--- src/rtl/chain_eval_sched_if.sv ---
// Request/response bus of chain_eval_sched: per-requester request and operand, grant and result.
interface chain_eval_sched_if #(
    parameter int unsigned NREQ = 4,
    parameter int unsigned W    = 4
);
    localparam int unsigned IDW = (NREQ > 1) ? $clog2(NREQ) : 1;

    logic [NREQ-1:0]   req;
    logic [NREQ*W-1:0] a_in;
    logic [NREQ-1:0]   gnt;
    logic              busy;
    logic              rsp_valid;
    logic              rsp_ready;
    logic [IDW-1:0]    rsp_id;
    logic [W-1:0]      rsp_copy;
    logic              rsp_lnot;
    logic [W-1:0]      rsp_bnot;
    logic [W-1:0]      rsp_add;
    logic              err;

    modport master (
        output req, a_in, rsp_ready,
        input  gnt, busy, rsp_valid, rsp_id, rsp_copy, rsp_lnot, rsp_bnot, rsp_add, err
    );

    modport slave (
        input  req, a_in, rsp_ready,
        output gnt, busy, rsp_valid, rsp_id, rsp_copy, rsp_lnot, rsp_bnot, rsp_add, err
    );
endinterface

--- src/rtl/chain_eval_sched.sv ---
// Round-robin scheduler feeding a two-stage evaluation chain; one transaction in flight.
// Optional result self-check enabled by defining CHAIN_EVAL_CHECK_EN.
module chain_eval_sched #(
    parameter int unsigned NREQ   = 4,
    parameter int unsigned W      = 4,
    parameter int unsigned SETTLE = 2
) (
    input  logic             clk,
    input  logic             rst,
    chain_eval_sched_if.slave bus
);
    localparam int unsigned IDW = (NREQ > 1) ? $clog2(NREQ) : 1;
    localparam int unsigned CW  = 4;

    typedef enum logic [1:0] {
        ST_IDLE,
        ST_SETTLE,
        ST_RESP
    } state_t;

    state_t          state_q, state_d;
    logic [IDW-1:0]  ptr_q, ptr_d;
    logic [CW-1:0]   cnt_q, cnt_d;
    logic [W-1:0]    a_q, a_d;
    logic [IDW-1:0]  id_q, id_d;
    logic [NREQ-1:0] gnt_q, gnt_d;
    logic            busy_q;
    logic            rsp_valid_q;
    logic [IDW-1:0]  rsp_id_q;
    logic [W-1:0]    rsp_copy_q, rsp_bnot_q, rsp_add_q;
    logic            rsp_lnot_q;
    logic            cap;
    logic            found;
    logic [IDW-1:0]  win;

    logic [W-1:0]    c1, n1, p1, c2, n2, p2;
    logic            l1, l2;

    // Next-state, winner search and capture decode
    always_comb begin
        state_d = state_q;
        ptr_d   = ptr_q;
        cnt_d   = cnt_q;
        a_d     = a_q;
        id_d    = id_q;
        gnt_d   = '0;
        cap     = 1'b0;
        found   = 1'b0;
        win     = '0;

        for (int i = 0; i < int'(NREQ); i++) begin
            if (!found && bus.req[(int'(ptr_q) + i) % int'(NREQ)]) begin
                found = 1'b1;
                win   = IDW'((int'(ptr_q) + i) % int'(NREQ));
            end
        end

        case (state_q)
            ST_IDLE: begin
                if (found) begin
                    a_d        = bus.a_in[int'(win)*int'(W) +: W];
                    id_d       = win;
                    gnt_d[win] = 1'b1;
                    cnt_d      = CW'(SETTLE);
                    state_d    = ST_SETTLE;
                    ptr_d      = (win == IDW'(NREQ - 1)) ? '0 : win + IDW'(1);
                end
            end
            ST_SETTLE: begin
                // The grant cycle only launches a_q into the chain, so counting starts after it.
                if (!gnt_q) begin
                    cnt_d = cnt_q - CW'(1);
                end
                if (cnt_q == CW'(1)) begin
                    cap     = 1'b1;
                    state_d = ST_RESP;
                end
            end
            ST_RESP: begin
                if (rsp_valid_q && bus.rsp_ready) begin
                    state_d = ST_IDLE;
                end
            end
            default: state_d = ST_IDLE;
        endcase
    end

    // State, control and registered outputs
    always_ff @(posedge clk) begin
        if (rst) begin
            state_q     <= ST_IDLE;
            ptr_q       <= '0;
            cnt_q       <= '0;
            a_q         <= '0;
            id_q        <= '0;
            gnt_q       <= '0;
            busy_q      <= 1'b0;
            rsp_valid_q <= 1'b0;
            rsp_id_q    <= '0;
            rsp_copy_q  <= '0;
            rsp_lnot_q  <= 1'b0;
            rsp_bnot_q  <= '0;
            rsp_add_q   <= '0;
        end else begin
            state_q     <= state_d;
            ptr_q       <= ptr_d;
            cnt_q       <= cnt_d;
            a_q         <= a_d;
            id_q        <= id_d;
            gnt_q       <= gnt_d;
            busy_q      <= (state_d != ST_IDLE);
            rsp_valid_q <= (state_d == ST_RESP);
            if (cap) begin
                rsp_id_q   <= id_q;
                rsp_copy_q <= c2;
                rsp_lnot_q <= l2;
                rsp_bnot_q <= n2;
                rsp_add_q  <= p2;
            end
        end
    end

    // Evaluation chain, free-running every cycle
    always_ff @(posedge clk) begin
        if (rst) begin
            c1 <= '0;
            l1 <= 1'b0;
            n1 <= '0;
            p1 <= '0;
            c2 <= '0;
            l2 <= 1'b0;
            n2 <= '0;
            p2 <= '0;
        end else begin
            c1 <= a_q;
            l1 <= (a_q == '0);
            n1 <= ~a_q;
            p1 <= a_q + W'(1);
            c2 <= c1;
            l2 <= !l1;
            n2 <= ~n1;
            p2 <= p1 + W'(1);
        end
    end

`ifdef CHAIN_EVAL_CHECK_EN
    logic err_q;
    logic chk_bad;

    // Compare chain output against the result computed straight from a_q
    assign chk_bad = (c2 != a_q) || (l2 != (a_q != '0)) || (n2 != a_q) || (p2 != (a_q + W'(2)));

    always_ff @(posedge clk) begin
        if (rst) begin
            err_q <= 1'b0;
        end else if (cap && chk_bad) begin
            err_q <= 1'b1;
        end
    end

    assign bus.err = err_q;
`else
    assign bus.err = 1'b0;
`endif

    assign bus.gnt       = gnt_q;
    assign bus.busy      = busy_q;
    assign bus.rsp_valid = rsp_valid_q;
    assign bus.rsp_id    = rsp_id_q;
    assign bus.rsp_copy  = rsp_copy_q;
    assign bus.rsp_lnot  = rsp_lnot_q;
    assign bus.rsp_bnot  = rsp_bnot_q;
    assign bus.rsp_add   = rsp_add_q;
endmodule

--- src/flat_wrapper.sv ---
// flat-port wrapper written by rule: the top's interface ports become plain ports
module chain_eval_sched_flat 
#(
    parameter int unsigned NREQ   = 4,
    parameter int unsigned W      = 4,
    parameter int unsigned SETTLE = 2
)
  (clk, rst, bus_req, bus_a_in, bus_rsp_ready, bus_gnt, bus_busy, bus_rsp_valid, bus_rsp_id, bus_rsp_copy, bus_rsp_lnot, bus_rsp_bnot, bus_rsp_add, bus_err);
  chain_eval_sched_if #(.NREQ(NREQ), .W(W)) bus_i ();
  input  logic clk;
  input  logic rst;
  input wire logic [$bits(bus_i.req)-1:0] bus_req;
  input wire logic [$bits(bus_i.a_in)-1:0] bus_a_in;
  input wire logic [$bits(bus_i.rsp_ready)-1:0] bus_rsp_ready;
  output wire logic [$bits(bus_i.gnt)-1:0] bus_gnt;
  output wire logic [$bits(bus_i.busy)-1:0] bus_busy;
  output wire logic [$bits(bus_i.rsp_valid)-1:0] bus_rsp_valid;
  output wire logic [$bits(bus_i.rsp_id)-1:0] bus_rsp_id;
  output wire logic [$bits(bus_i.rsp_copy)-1:0] bus_rsp_copy;
  output wire logic [$bits(bus_i.rsp_lnot)-1:0] bus_rsp_lnot;
  output wire logic [$bits(bus_i.rsp_bnot)-1:0] bus_rsp_bnot;
  output wire logic [$bits(bus_i.rsp_add)-1:0] bus_rsp_add;
  output wire logic [$bits(bus_i.err)-1:0] bus_err;
  assign bus_i.req = bus_req;
  assign bus_i.a_in = bus_a_in;
  assign bus_i.rsp_ready = bus_rsp_ready;
  assign bus_gnt = bus_i.gnt;
  assign bus_busy = bus_i.busy;
  assign bus_rsp_valid = bus_i.rsp_valid;
  assign bus_rsp_id = bus_i.rsp_id;
  assign bus_rsp_copy = bus_i.rsp_copy;
  assign bus_rsp_lnot = bus_i.rsp_lnot;
  assign bus_rsp_bnot = bus_i.rsp_bnot;
  assign bus_rsp_add = bus_i.rsp_add;
  assign bus_err = bus_i.err;
  chain_eval_sched #(.NREQ(NREQ), .W(W), .SETTLE(SETTLE)) u_core (.clk(clk), .rst(rst), .bus(bus_i));
endmodule
--- config.mk ---
export PLATFORM = sky130hd
export DESIGN_NAME = chain_eval_sched_flat
export DESIGN_NICKNAME = d
export VERILOG_FILES = /design/src/rtl/chain_eval_sched_if.sv /design/src/rtl/chain_eval_sched.sv /design/src/flat_wrapper.sv
export SDC_FILE = /design/constraint.sdc
export NUM_CORES = 1
export LEC_CHECK = 0
export CAP_MARGIN = 5
export CORE_ASPECT_RATIO = 0.7
export CORE_UTILIZATION = 54
export CTS_CLUSTER_SIZE = 12
export DETAILED_ROUTE_END_ITERATION = 16
export PLACE_DENSITY = 0.9
export SYNTH_ARGS = -nofsm -noshare
export SYNTH_HDL_FRONTEND = slang
export SYNTH_SLANG_ARGS = --single-unit
--- constraint.sdc ---
create_clock -name clk -period 3.16 [get_ports clk]
set_input_delay 0.316 -clock clk [delete_from_list [all_inputs] [get_ports clk]]
set_output_delay 0.316 -clock clk [all_outputs]
set_load 0.005 [all_outputs]
==> results of run 1 <==
sequential cells by signal, indices dropped and copies added, names as in the netlist, 3 cells and up:
name	cells
u_core.a_q	4
u_core.bus.gnt	4
u_core.bus.rsp_add	4
u_core.bus.rsp_copy	4
u_core.c1	4
u_core.c2	4
u_core.cnt_q	4
u_core.p1	4
u_core.p2	4
u_core.bus.rsp_bnot	3
u_core.n1	3
u_core.n2	3
layout by cell type, fill, tap and decap left out, drive strengths merged:
| master | instances |
|---|---|
| mux2i | 23 |
| and2 | 4 |
| clkdlybuf4s50 | 43 |
| inv | 8 |
| nor2b | 9 |
| nand2 | 15 |
| o21ai | 3 |
| o21a | 1 |
| clkinv | 1 |
| nand3b | 1 |
| a21o | 1 |
| a21oi | 12 |
| a31oi | 1 |
| nor3 | 5 |
| xnor2 | 2 |
| nor4b | 1 |
| dfxtp | 58 |
| a211o | 1 |
| or3 | 2 |
| nor2 | 37 |
| o22ai | 2 |
| o221ai | 4 |
| buf | 3 |
| conb | 1 |
| nand2b | 2 |
| or4 | 1 |
| xor2 | 4 |
| ha | 9 |
| nor4 | 1 |
| nand3 | 3 |
| clkbuf | 15 |
power breakdown:
part           internal, uW  total [uW]  switching, uW
Sequential              802         847           44.9
Clock                   391         657            266
Combinational           142         280            138
Total                  1330        1780            449
cell families after synthesis:
group	synth area share [%]
AOI/OAI and AO/OA	7.09
xor gates and xnor gates	2.38
adders and majority gates	5.11
buffers and inverters	3.97
DFF	52.6
muxes	10.4
other	0.170
and+or+nand+nor	18.2
layout make-up:
cell class                      count  area (um2)
Clock buffer                       15         196
Clock inverter                      1        5.00
Fill cell                         288        1050
Inverter                            8        30.0
Multi-Input combinational cell    145         957
Sequential cell                    58        1160
Tap cell                           52        65.1
Timing Repair Buffer               46         453
per-stage QoR:
step | hold slack [ns] | util (%)
finish | 0.381 | 73.1
global route | 0.414 | 73.1
CTS | 0.381 | 73.1
detailed placement | 0.371 | 68.0
global placement | 0.368 | 68.0
floorplan | 0.363 | -
worst paths after layout:
kind | slack, ns | from | end | cells after the start
worst min-delay path | 0.38 | u_core.n1[1] | u_core.n2[1] | 1
worst min register to register | 0.38 | u_core.n1[1] | u_core.n2[1] | 1
worst max register to register | 1.13 | u_core.ptr_q[1] | u_core.ptr_q[0] | 7
worst max-delay path | 1.04 | bus_req[0] | u_core.ptr_q[0] | 8
metal layers:
layer | up-vias | global-route usage (%) | routed length (um)
li1 | 826 | - | -
met1 | 779 | 27.6 | 1980
met2 | 54 | 33.7 | 1890
met3 | 7 | 10.2 | 268
met4 | 0 | 6.61 | 46
met5 | - | 0 | 0
worst max-delay path, stage by stage:
cell and delay, ns:
clkdlybuf4s50_1 0.58, a21oi_1 0.10, o21a_1 0.17, o22ai_1 0.31, inv_1 0.16, ha_1 0.23
or3_1 0.36, a21oi_1 0.14
==> metrics.md, run 1 <==
| Metric | Value |
|---|---|
| Initial Utilization | 56.2% |
| Layout area overhead | 30.0% |
| Period minus WS final | about 2.1 ns |
| Syn Area/Cell | between 9 and 10 um2 |
| Seq/Total Area, Yosys | between 50% and 60% |
| Chip width | between 70 and 80 um |
| CTS tree | yes |
| Die height | roughly 55 um |
| Critical Path Start Type | input pin |
| Post-CTS Setup Bufs | 0 |
| WL final | around 4.2 mm |
| Port bufs | 43 |
| Final Setup Violations | 0 |
| Initial antenna violation count | 0 |
| Row count | 19 |
| Worst Path Required | 3.41 ns |
| GP Congestion | a little over 0.8 |
| Drt first-iter violations | between 60 and 70 |
| Number of hold buffers added after cts | 0 |
| Setup slack after layout | ~1.0 ns |
| Remaining DRCs | 0 |
| HPWL Detailed | between 2 and 3 mm |
| Share of layout cells above drive strength 1 | 9.52% |
| Max VDD drop | between 0.3 and 0.4 mV |
| Core area | between 3000 and 4000 um2 |
| Nets@finish | 300 |
| Vias in the first global route | approximately 1600 |
| Netlist cell types | 38 |
| CTS Buffer Depth | 2 |
| Relative slew slack | 64.4% |
| Final Max Slew Viols | 0 |
| Dpl ws | 0.715 ns |
| Clock slew at reported path FFs | ~0.060 ns |
| Die footprint | around 4300 um2 |
| Static leakage | between 0.001 and 0.0015 uW |
| Gr ovfl total | 0 |
| Vias | roughly 1700 |
| Fin. Hold Viols | 0 |
| First-pass GRT wire length | slightly above 7 mm |
| Status | complete, no violations |
| Critical path peak fanout | 5 |
| GRT Total Usage | between 20 and 25% |
| HP Class | register to register |
| Max Cap Violations | 0 |
| Fmax | approximately 470 MHz |
| RSZ-0062 raised after global routing | no |
| Clock Latency Late Sink | ~0.32 ns |
| Cell Area, Synth | approximately 2200 um2 |
| Cell taking the most area after synthesis | dfxtp_1 |
| Ys flop type | dfxtp_1 |
| Design area | about 2900 um2 |
| EDFF count, synth | 0 |
| Via-per-instance ratio | slightly above 5 |
| Worst EP arrival | about 2.4 ns |
| Post-Syn Nets | between 200 and 300 |
| Final Non-Filler Cells | about 330 |
| Count leader, synth | dfxtp_1 |
| Setup Crit Path Kind | input pin to register |
| IO Count | 45 |
| DRT Pass-1 Iters | 4 |
| Synth area leaders | dfxtp_1 53%, mux2i_1 10%, nor2_1 6.0%, ha_1 5.1%, nand2_1 2.6% |
| Yosys Warn Count | 0 |
| Post-Synthesis Cells | about 220 |
| H-tree levels | 3 |
| N_diodes | 0 |
| CTS Sinks | 58 |
| Period utilization | between 60% and 70% |
| Critical Path End Type | register |
| CTS resizes | 0 |
| Area fraction of the dominant cell type after synthesis | 52.6% |
| Clk_skew | about 0.0015 ns |
| Placed insts | between 300 and 400 |
| Root buffer selected by CTS | clkbuf_8 |
| Total power | 1780 uW |
| Placed cell areas | between 2000 and 3000 um2 |
| Power per standard cell area | between 600 and 700 nW/um2 |
| Wire length per cell | approximately 13 um |
| FF+latch count, synth | between 50 and 60 |
| Worst-margin pin slew | 0.533 ns |
| ANT nets after route | 0 |
| Largest net degree at the start of global routing | 24 |
| Num CTS Buffers | 9 |
| Total Neg Setup Slack | 0 ns |
| Async S/R FF share, synth | 0% |
| Leading cell types by count after synthesis | 58 x dfxtp_1, 35 x nor2_1, 23 x mux2i_1, 15 x nand2_1, 11 x a21oi_1 |
No activity file was read; power rests on OpenSTA's default activity.
==> inputs of run 2 (changes only) <==
Settings changed: CORE_UTILIZATION 54 to 50, PLACE_DENSITY 0.9 to 0.85.
Clock period 3.16 ns to 2 ns, I/O delays scaled along.
==> metrics.md, run 2 (synthesized netlist as in run 1, its figures left out) <==
| Metric | Value |
|---|---|
| CTS resizes | 0 |
| Root buffer selected by CTS | clkbuf_8 |
| N_diodes | 0 |
| Wire length per cell | roughly 12 um |
| WL final | 4.04 mm |
| Clock slew at reported path FFs | 0.06 ns |
| CTS tree | yes |
| Total Neg Setup Slack | 0 ns |
| Setup slack after layout | between 0.2 and 0.25 ns |
| Drt first-iter violations | 95 |
| Power share of the clock group | 37.1% |
| Flop pwr share | between 40% and 50% |
| Share of layout cells above drive strength 1 | 11.1% |
| First-pass GRT wire length | 6.85 mm |
| Nets@finish | 307 |
| Final Max Slew Viols | 0 |
| HPWL Detailed | 2.92 mm |
| H-tree levels | 3 |
| CTS Buffer Depth | 2 |
| FILL cells | between 300 and 400 |
| Initial Utilization | between 50% and 60% |
| Port bufs | 43 |
| Num CTS Buffers | 9 |
| IO Count | 45 |
| RSZ-0062 raised after global routing | no |
| Static leakage | ~0.0013 uW |
| Status | complete, no violations |
| Worst Path Required | 2.25 ns |
| Number of hold buffers added after cts | 0 |
| Gr ovfl total | 0 |
| Setup Crit Path Kind | register to register |
| Clk_skew | around 0.0065 ns |
| Vias | ~1600 |
| Initial antenna violation count | 0 |
| Remaining DRCs | 0 |
| Worst EP arrival | between 2 and 2.5 ns |
| Critical path peak fanout | 6 |
| Switching share of power | 24.7% |
| Period minus WS final | around 1.8 ns |
| Placed insts | 316 |
| Die footprint | between 4000 and 5000 um2 |
| Post-CTS Setup Bufs | 0 |
| GP Congestion | 0.903 |
| Switching pwr | roughly 710 uW |
| DRT Pass-1 Iters | 4 |
| Total power | 2860 uW |
| Placed cell areas | roughly 2700 um2 |
| Max Cap Violations | 0 |
| ANT nets after route | 0 |
| Critical Path Start Type | register |
| Largest net degree at the start of global routing | 30 |
| Commonest non-fill, non-tap cell in the layout | dfxtp_1 |
| Die height | between 50 and 60 um |
| Fin. Hold Viols | 0 |
| Design area | roughly 3000 um2 |
| Internal power | between 2000 and 2500 uW |
| Clock Latency Late Sink | between 0.3 and 0.4 ns |
| Fmax | 568 MHz |
| Critical Path End Type | register |
| Max VDD drop | between 0.5 and 0.6 mV |
| Core area | around 4100 um2 |
| Final Setup Violations | 0 |
| Period utilization | around 88% |
| Dpl ws | 0.00561 ns |
| Most frequent cells in the layout | 58 x dfxtp_1, 43 x clkdlybuf4s50_1, 35 x nor2_1, 23 x mux2i_1, 15 x nand2_1 |
| Layout area overhead | 32.2% |
| CTS Sinks | 58 |
| Final Non-Filler Cells | around 330 |
| Power per standard cell area | 979 nW/um2 |
| Row count | 19 |
| HP Class | register to register |
| Vias in the first global route | ~1600 |
| Via-per-instance ratio | between 4 and 5 |
| Chip width | about 81 um |
| GRT Total Usage | between 10% and 20% |
| Combinational Power Share | between 10% and 20% |
-- run 2: layer usage --
| metal | up-vias | global-route usage (%) | wire, um |
|---|---|---|---|
| li1 | 845 | - | - |
| met1 | 753 | 26.1 | 2020 |
| met2 | 44 | 29.8 | 1760 |
| met3 | 4 | 9.60 | 231 |
| met4 | 0 | 4.59 | 29 |
| met5 | - | 0 | 0 |
-- run 2: critical path, stage by stage, from the launching register on --
cell and delay (ns):
dfxtp_1 0.44, a21oi_1 0.09, o21a_1 0.17, o22ai_1 0.19, inv_1 0.08, ha_1 0.20, or3_1 0.37, a21oi_1 0.15
-- run 2: path summary, 6_finish.rpt --
check,from,to,slack (ns),cells after the start
max reg2reg,u_core.ptr_q[1],u_core.ptr_q[0],0.24,7
min reg2reg,u_core.n1[3],u_core.n2[3],0.38,1
max,u_core.ptr_q[1],u_core.ptr_q[0],0.24,7
min,u_core.n1[3],u_core.n2[3],0.38,1
-- run 2: area by class of cell --
class / instances / area, um2 / share of cell area, %
repair buffers: 53 / 505 / 17.3
well taps: 52 / 65.1 / 2.23
clock buffers: 14 / 163 / 5.58
clock inverters: 2 / 35.0 / 1.20
inverters: 8 / 30.0 / 1.03
multi-input cells: 145 / 957 / 32.8
flip-flops and latches: 58 / 1160 / 39.8
-- run 2: per-stage QoR --
stage | hold WS (ns) | utilization, %
final | 0.375 | 71.7
after global routing | 0.388 | 71.7
after CTS | 0.382 | 71.7
after detailed placement | 0.375 | 66.9
after global placement | 0.369 | 66.9
after floorplan | 0.278 | -
-- run 2: power by group through the flow --
stage | clock, uW | combinational, uW | sequential (uW)
6_report | 1060 | 459 | 1340
5_1_grt | 1140 | 516 | 1350
4_1_cts | 1080 | 463 | 1340
3_5_place_dp | 0 | 455 | 1360
3_3_place_gp | 0 | 443 | 1360
2_1_floorplan | 0 | 304 | 1340
==> inputs of run 3 (changes only) <==
Settings changed: PLACE_DENSITY 0.85 to not set, PLACE_DENSITY_LB_ADDON set to 0.08.
==> metrics.md, run 3 (synthesized netlist as in run 1, its figures left out) <==
| Metric | Value |
|---|---|
| Die footprint | around 4700 um2 |
| ANT nets after route | 0 |
| Number of hold buffers added after cts | 0 |
| N_diodes | 0 |
| Critical Path Start Type | register |
| Remaining DRCs | 0 |
| Wire length per cell | around 11 um |
| Initial antenna violation count | 0 |
| Fin. Hold Viols | 0 |
| Largest net degree at the start of global routing | 47 |
| Commonest non-fill, non-tap cell in the layout | dfxtp_1 |
| First-pass GRT wire length | between 6 and 7 mm |
| Relative slew slack | around 65% |
| Share of layout cells above drive strength 1 | ~11% |
| Placed cell areas | ~2700 um2 |
| RSZ-0062 raised after global routing | no |
| Most frequent cells in the layout | 58 x dfxtp_1, 43 x clkdlybuf4s50_1, 35 x nor2_1, 23 x mux2i_1, 15 x nand2_1 |
| Nets@finish | 305 |
| Hold worst-path end | u_core.n2[3] |
| Max VDD drop | about 0.83 mV |
| Storage element area | between 1000 and 1500 um2 |
| Flop2flop setup slack | about 0.24 ns |
| WP buf/inv | 1 |
| GP Congestion | 0.797 |
| Static leakage | 0.00128 uW |
| Final Non-Filler Cells | 330 |
| GRT Total Usage | 20.3% |
| Gr ovfl total | 0 |
| Cell mode on critical path | a21oi_1 |
| CTS resizes | 0 |
| Final Max Slew Viols | 0 |
| Min-delay src | u_core.n1[3] |
| Hold Path Depth | 1 |
| R2R depth | 7 |
| Core area | roughly 4100 um2 |
| H-tree levels | 3 |
| Power per standard cell area | ~1000 nW/um2 |
| Placed insts | approximately 310 |
| Setup Crit Path Kind | register to register |
| Worst-margin pin slew | between 0.5 and 0.6 ns |
| Worst Path Required | 2.26 ns |
| Clock Latency Late Sink | around 0.33 ns |
| Port bufs | 43 |
| CP peak stage delay | 0.43 ns |
| Via-per-instance ratio | just under 5 |
| Vias | 1588 |
| Post-CTS Setup Bufs | 0 |
| CTS tree | yes |
| Fmax | ~570 MHz |
| HPWL Detailed | 2.72 mm |
| Critical path cell sequence | a21oi_1 -> o21a_1 -> o22ai_1 -> inv_1 -> ha_1 -> or3_1 -> a21oi_1 |
| IO Count | 45 |
| Period minus WS final | 1.76 ns |
| Design area | between 2000 and 3000 um2 |
| Clock slew at reported path FFs | 0.06 ns |
| Critical Path End Type | register |
| Root buffer selected by CTS | clkbuf_8 |
| Hold Slack | around 0.37 ns |
| WL final | around 3.8 mm |
| Max Cap Violations | 0 |
| Num CTS Buffers | 9 |
| Multi-input logic area | roughly 960 um2 |
| Worst EP arrival | a little over 2 ns |
| Chip width | ~80 um |
| Critical path peak fanout | 6 |
| DRT Pass-1 Iters | 4 |
| Worst flop-to-flop path startpoint | u_core.ptr_q[1] |
| Total Neg Setup Slack | 0 ns |
| CTS Buffer Depth | 2 |
| Drt first-iter violations | 73 |
| Initial Utilization | 54.3% |
| Layout area overhead | 33.1% |
| Worst path slowest cell | dfxtp_1 |
| CP top delay family | compound AO/OA/AOI/OAI gates |
| CTS Sinks | 58 |
| HP Class | register to register |
| Vias in the first global route | 1530 |
| Period utilization | about nine tenths |
| Row count | 19 |
| Worst reg2reg path endpoint | u_core.ptr_q[0] |
| FILL cells | ~310 |
| Clk_skew | around 0.0060 ns |
| Status | complete, no violations |
| Post-layout util | around 72% |
| Die height | 57.6 um |
| Final Setup Violations | 0 |
==> run 3: cell count changes in the layout (fill, tap and decap cells not counted), sizes merged <==
cell	before	now
clkinv	1	2
clkinvlp	0	1
bufinv	1	2
buf	10	8
clkbuf	14	11
==> run 3: final cells by class <==
cell class | count | area share (%)
Clock buffer | 11 | 4.82
Timing Repair Buffer | 51 | 17.1
Multi-Input combinational cell | 145 | 32.6
Inverter | 8 | 1.02
Tap cell | 52 | 2.22
Sequential cell | 58 | 39.6
Clock inverter | 5 | 2.64
==> run 3: worst max-delay path by stage <==
stage,cells past startpoint,to,slack (ns),start
CTS,7,u_core.ptr_q[0],0.25,u_core.ptr_q[1]
finish,7,u_core.ptr_q[0],0.24,u_core.ptr_q[1]
floorplan,7,u_core.ptr_q[0],0.25,u_core.ptr_q[1]
global route,7,u_core.bus.gnt[2],0.10,u_core.ptr_q[1]
detailed placement,8,u_core.a_q[2],0.008,bus_req[0]
global placement,8,u_core.a_q[3],0.03,bus_req[0]
==> run 3: layer usage <==
| metal | global-route usage (%) | vias to the layer above | part of all wire [%] |
|---|---|---|---|
| li1 | - | 843 | - |
| met1 | 27.0 | 692 | 53 |
| met2 | 28.5 | 44 | 39 |
| met3 | 8.64 | 9 | 5.7 |
| met4 | 9.18 | 0 | 1.6 |
| met5 | 0 | - | 0 |
==> run 3: power breakdown <==
| group | switching [uW] | leakage [uW] | internal [uW] |
|---|---|---|---|
| clock network | 428 | 0.000109 | 731 |
| logic | 216 | 0.000693 | 238 |
| registers | 66.4 | 0.000476 | 1270 |
| total | 710 | 0.00128 | 2240 |
==> run 3: worst register-to-register path, stage by stage (launching register included) <==
cell and delay [ns]:
dfxtp_1 0.43, a21oi_1 0.09, o21a_1 0.17, o22ai_1 0.20, inv_1 0.09, ha_1 0.21
or3_1 0.37, a21oi_1 0.14
==> run 3: through the flow <==
stage	power [uW]	setup WS [ns]
2_1_floorplan	1650	0.247
3_3_place_gp	1800	0.0274
3_5_place_dp	1810	0.00830
4_1_cts	2980	0.247
5_1_grt	3100	0.104
6_report	2950	0.236
==> edit (settings of run 3) <==
Change the localparam `CW` from 4 to 5.
--- a/src/rtl/chain_eval_sched.sv
+++ b/src/rtl/chain_eval_sched.sv
@@ -12,3 +12,3 @@
     localparam int unsigned IDW = (NREQ > 1) ? $clog2(NREQ) : 1;
-    localparam int unsigned CW  = 4;
+    localparam int unsigned CW  = 5;
 
Behaviour: no difference found for any inputs over 4 cycles, from zero or initial values and one cycle with rst high; that may be too few to reach the edited logic, so the function may still have changed.
==> edit against run 3 <==
Clock power barely moved. Routed wire length rose by 8.0%. Synthesized area rose by 1.6%. Die area rose by 1.5%. Setup slack improved by 0.054 ns. Sequential cell count rose by 1. Non-clock buffer count fell by 2. Clock skew rose by 0.0011 ns. Final area barely moved. Power fell by 0.93%.
==> edit: results (changes against run 3) <==
* Routability congestion estimate at 0.766 (was 0.797)
* Number of DRC markers in iteration 0 at 76 (was 73)
* Status: finished clean (unchanged)
* P_comb at 0.412 mW (was 0.455 mW)
* Worst Hold Class: primary input to register (was register to register)
* Peak supply drop at 0.834 mV (was 0.827 mV)
* Via count at 1,644 (was 1,588)
* Vias in the first global route at 1,504 (was 1,530)
* Final Cycle Share at 85.5% (was 88.2%)
* CP arrival at 1.97 ns (was 2.02 ns)
* WL met3 at 228 µm (was 216 µm)
* Crit Reg-Reg Startpoint: u_core.cnt_q[1]$_SDFFE_PP0P_ (was u_core.ptr_q[1]$_SDFFE_PP0P_)
* Top cell family by delay on the critical path: simple AND/OR/NAND/NOR gates (was compound AO/OA/AOI/OAI gates)
* PD cells at 994 nW/µm² (was 1000 nW/µm²)
* Worst reg-to-reg setup slack at 0.29 ns (was 0.24 ns)
* First-pass GRT wire length at 6960 µm (was 6910 µm)
* Net Count, Synth at 269 (was 253)
* Total track usage at 20.3% (about the same)
* R2R Path End: u_core.bus.rsp_copy[3]$_SDFFE_PP0P_ (was u_core.ptr_q[0]$_SDFFE_PP0P_)
* Leakage dissipation at 1.14 nW (was 1.28 nW)
* WL met2 at 1600 µm (was 1490 µm)
* Nets at 318 (was 305)
* Global Route met2 Usage at 28.7% (was 28.5%)
* WL/cell at 11.9 µm (was 11.5 µm)
* Met1 Usage GRT at 27.0% (about the same)
* List of most frequent post-synthesis cells: dfxtp_1 (59), nand2_1 (40), a21oi_1 (24) (was dfxtp_1 (58), nor2_1 (35), mux2i_1 (23))
* Global-route met3 utilization at 8.50% (was 8.64%)
* Via density at 4.79 (was 4.81)
* Slowest CP cell: and2_1 (was dfxtp_1)
* Slew headroom at 62.6% (was 64.7%)
* Skew final at 0.00713 ns (was 0.00602 ns)
* Switch share at 25.1% (was 24.1%)
* Library cells used by synthesis at 39 (was 38)
* Syn_area_per_cell at 9.46 µm² (was 9.98 µm²)
* Sequential cell area fraction in the yosys report at 52.7% (was 52.6%)
* Synth top area cells: dfxtp_1 (53%), nand2_1 (6.7%), a21oi_1 (5.4%) (was dfxtp_1 (53%), mux2i_1 (10%), nor2_1 (6.0%))
edit: cell count changes after synthesis, moves of 3 or more:
cell / delta
nand2_1: +25
nor2_1: -17
mux2i_1: -14
a21oi_1: +13
nor3_1: +4
clkbuf_1: +3
edit: kinds of logic after synthesis:
family                   count (synthesis)  synth area share (%)
flip-flops                              59                  52.7
XOR/XNOR                                 7                  2.74
AO/OA/AOI/OAI                           36                  9.38
other                                    1                 0.167
AND/OR/NAND/NOR                         98                  22.4
multiplexers                             9                  4.02
adder cells (fa/ha/maj)                  9                  5.03
buffers and inverters                   18                  3.57
edit: how the worst min path moves through the flow:
stage,from,endpoint,slack (ns),cells past startpoint
2_1_floorplan,rst,u_core.c1[2]$_SDFF_PP0_,0.28,1
3_3_place_gp,u_core.l1$_SDFF_PP0_,u_core.l2$_SDFF_PP0_,0.37,1
3_5_place_dp,u_core.n1[3]$_SDFF_PP0_,u_core.n2[3]$_SDFF_PP0_,0.37,1
4_1_cts,rst,u_core.p1[0]$_SDFF_PP0_,0.33,2
5_1_grt,rst,u_core.id_q[0]$_SDFFE_PP0P_,0.36,2
6_report,rst,u_core.id_q[0]$_SDFFE_PP0P_,0.34,2
edit: stage by stage:
stage / hold slack (ns) / util [%]
floorplan: 0.283 / -
global route: 0.356 / 71.4
CTS: 0.325 / 71.4
detailed placement: 0.372 / 66.2
global placement: 0.368 / 66.2
finish: 0.344 / 71.4
edit: final cells by class:
class                      count  area [µm²]
clock inverter                 7        91.3
tap                           52        65.1
sequential                    59        1180
timing repair buffer          49         470
clock buffer                   9         124
inverter                       7        26.3
multi-input combinational    160         980
fill                         322        1170
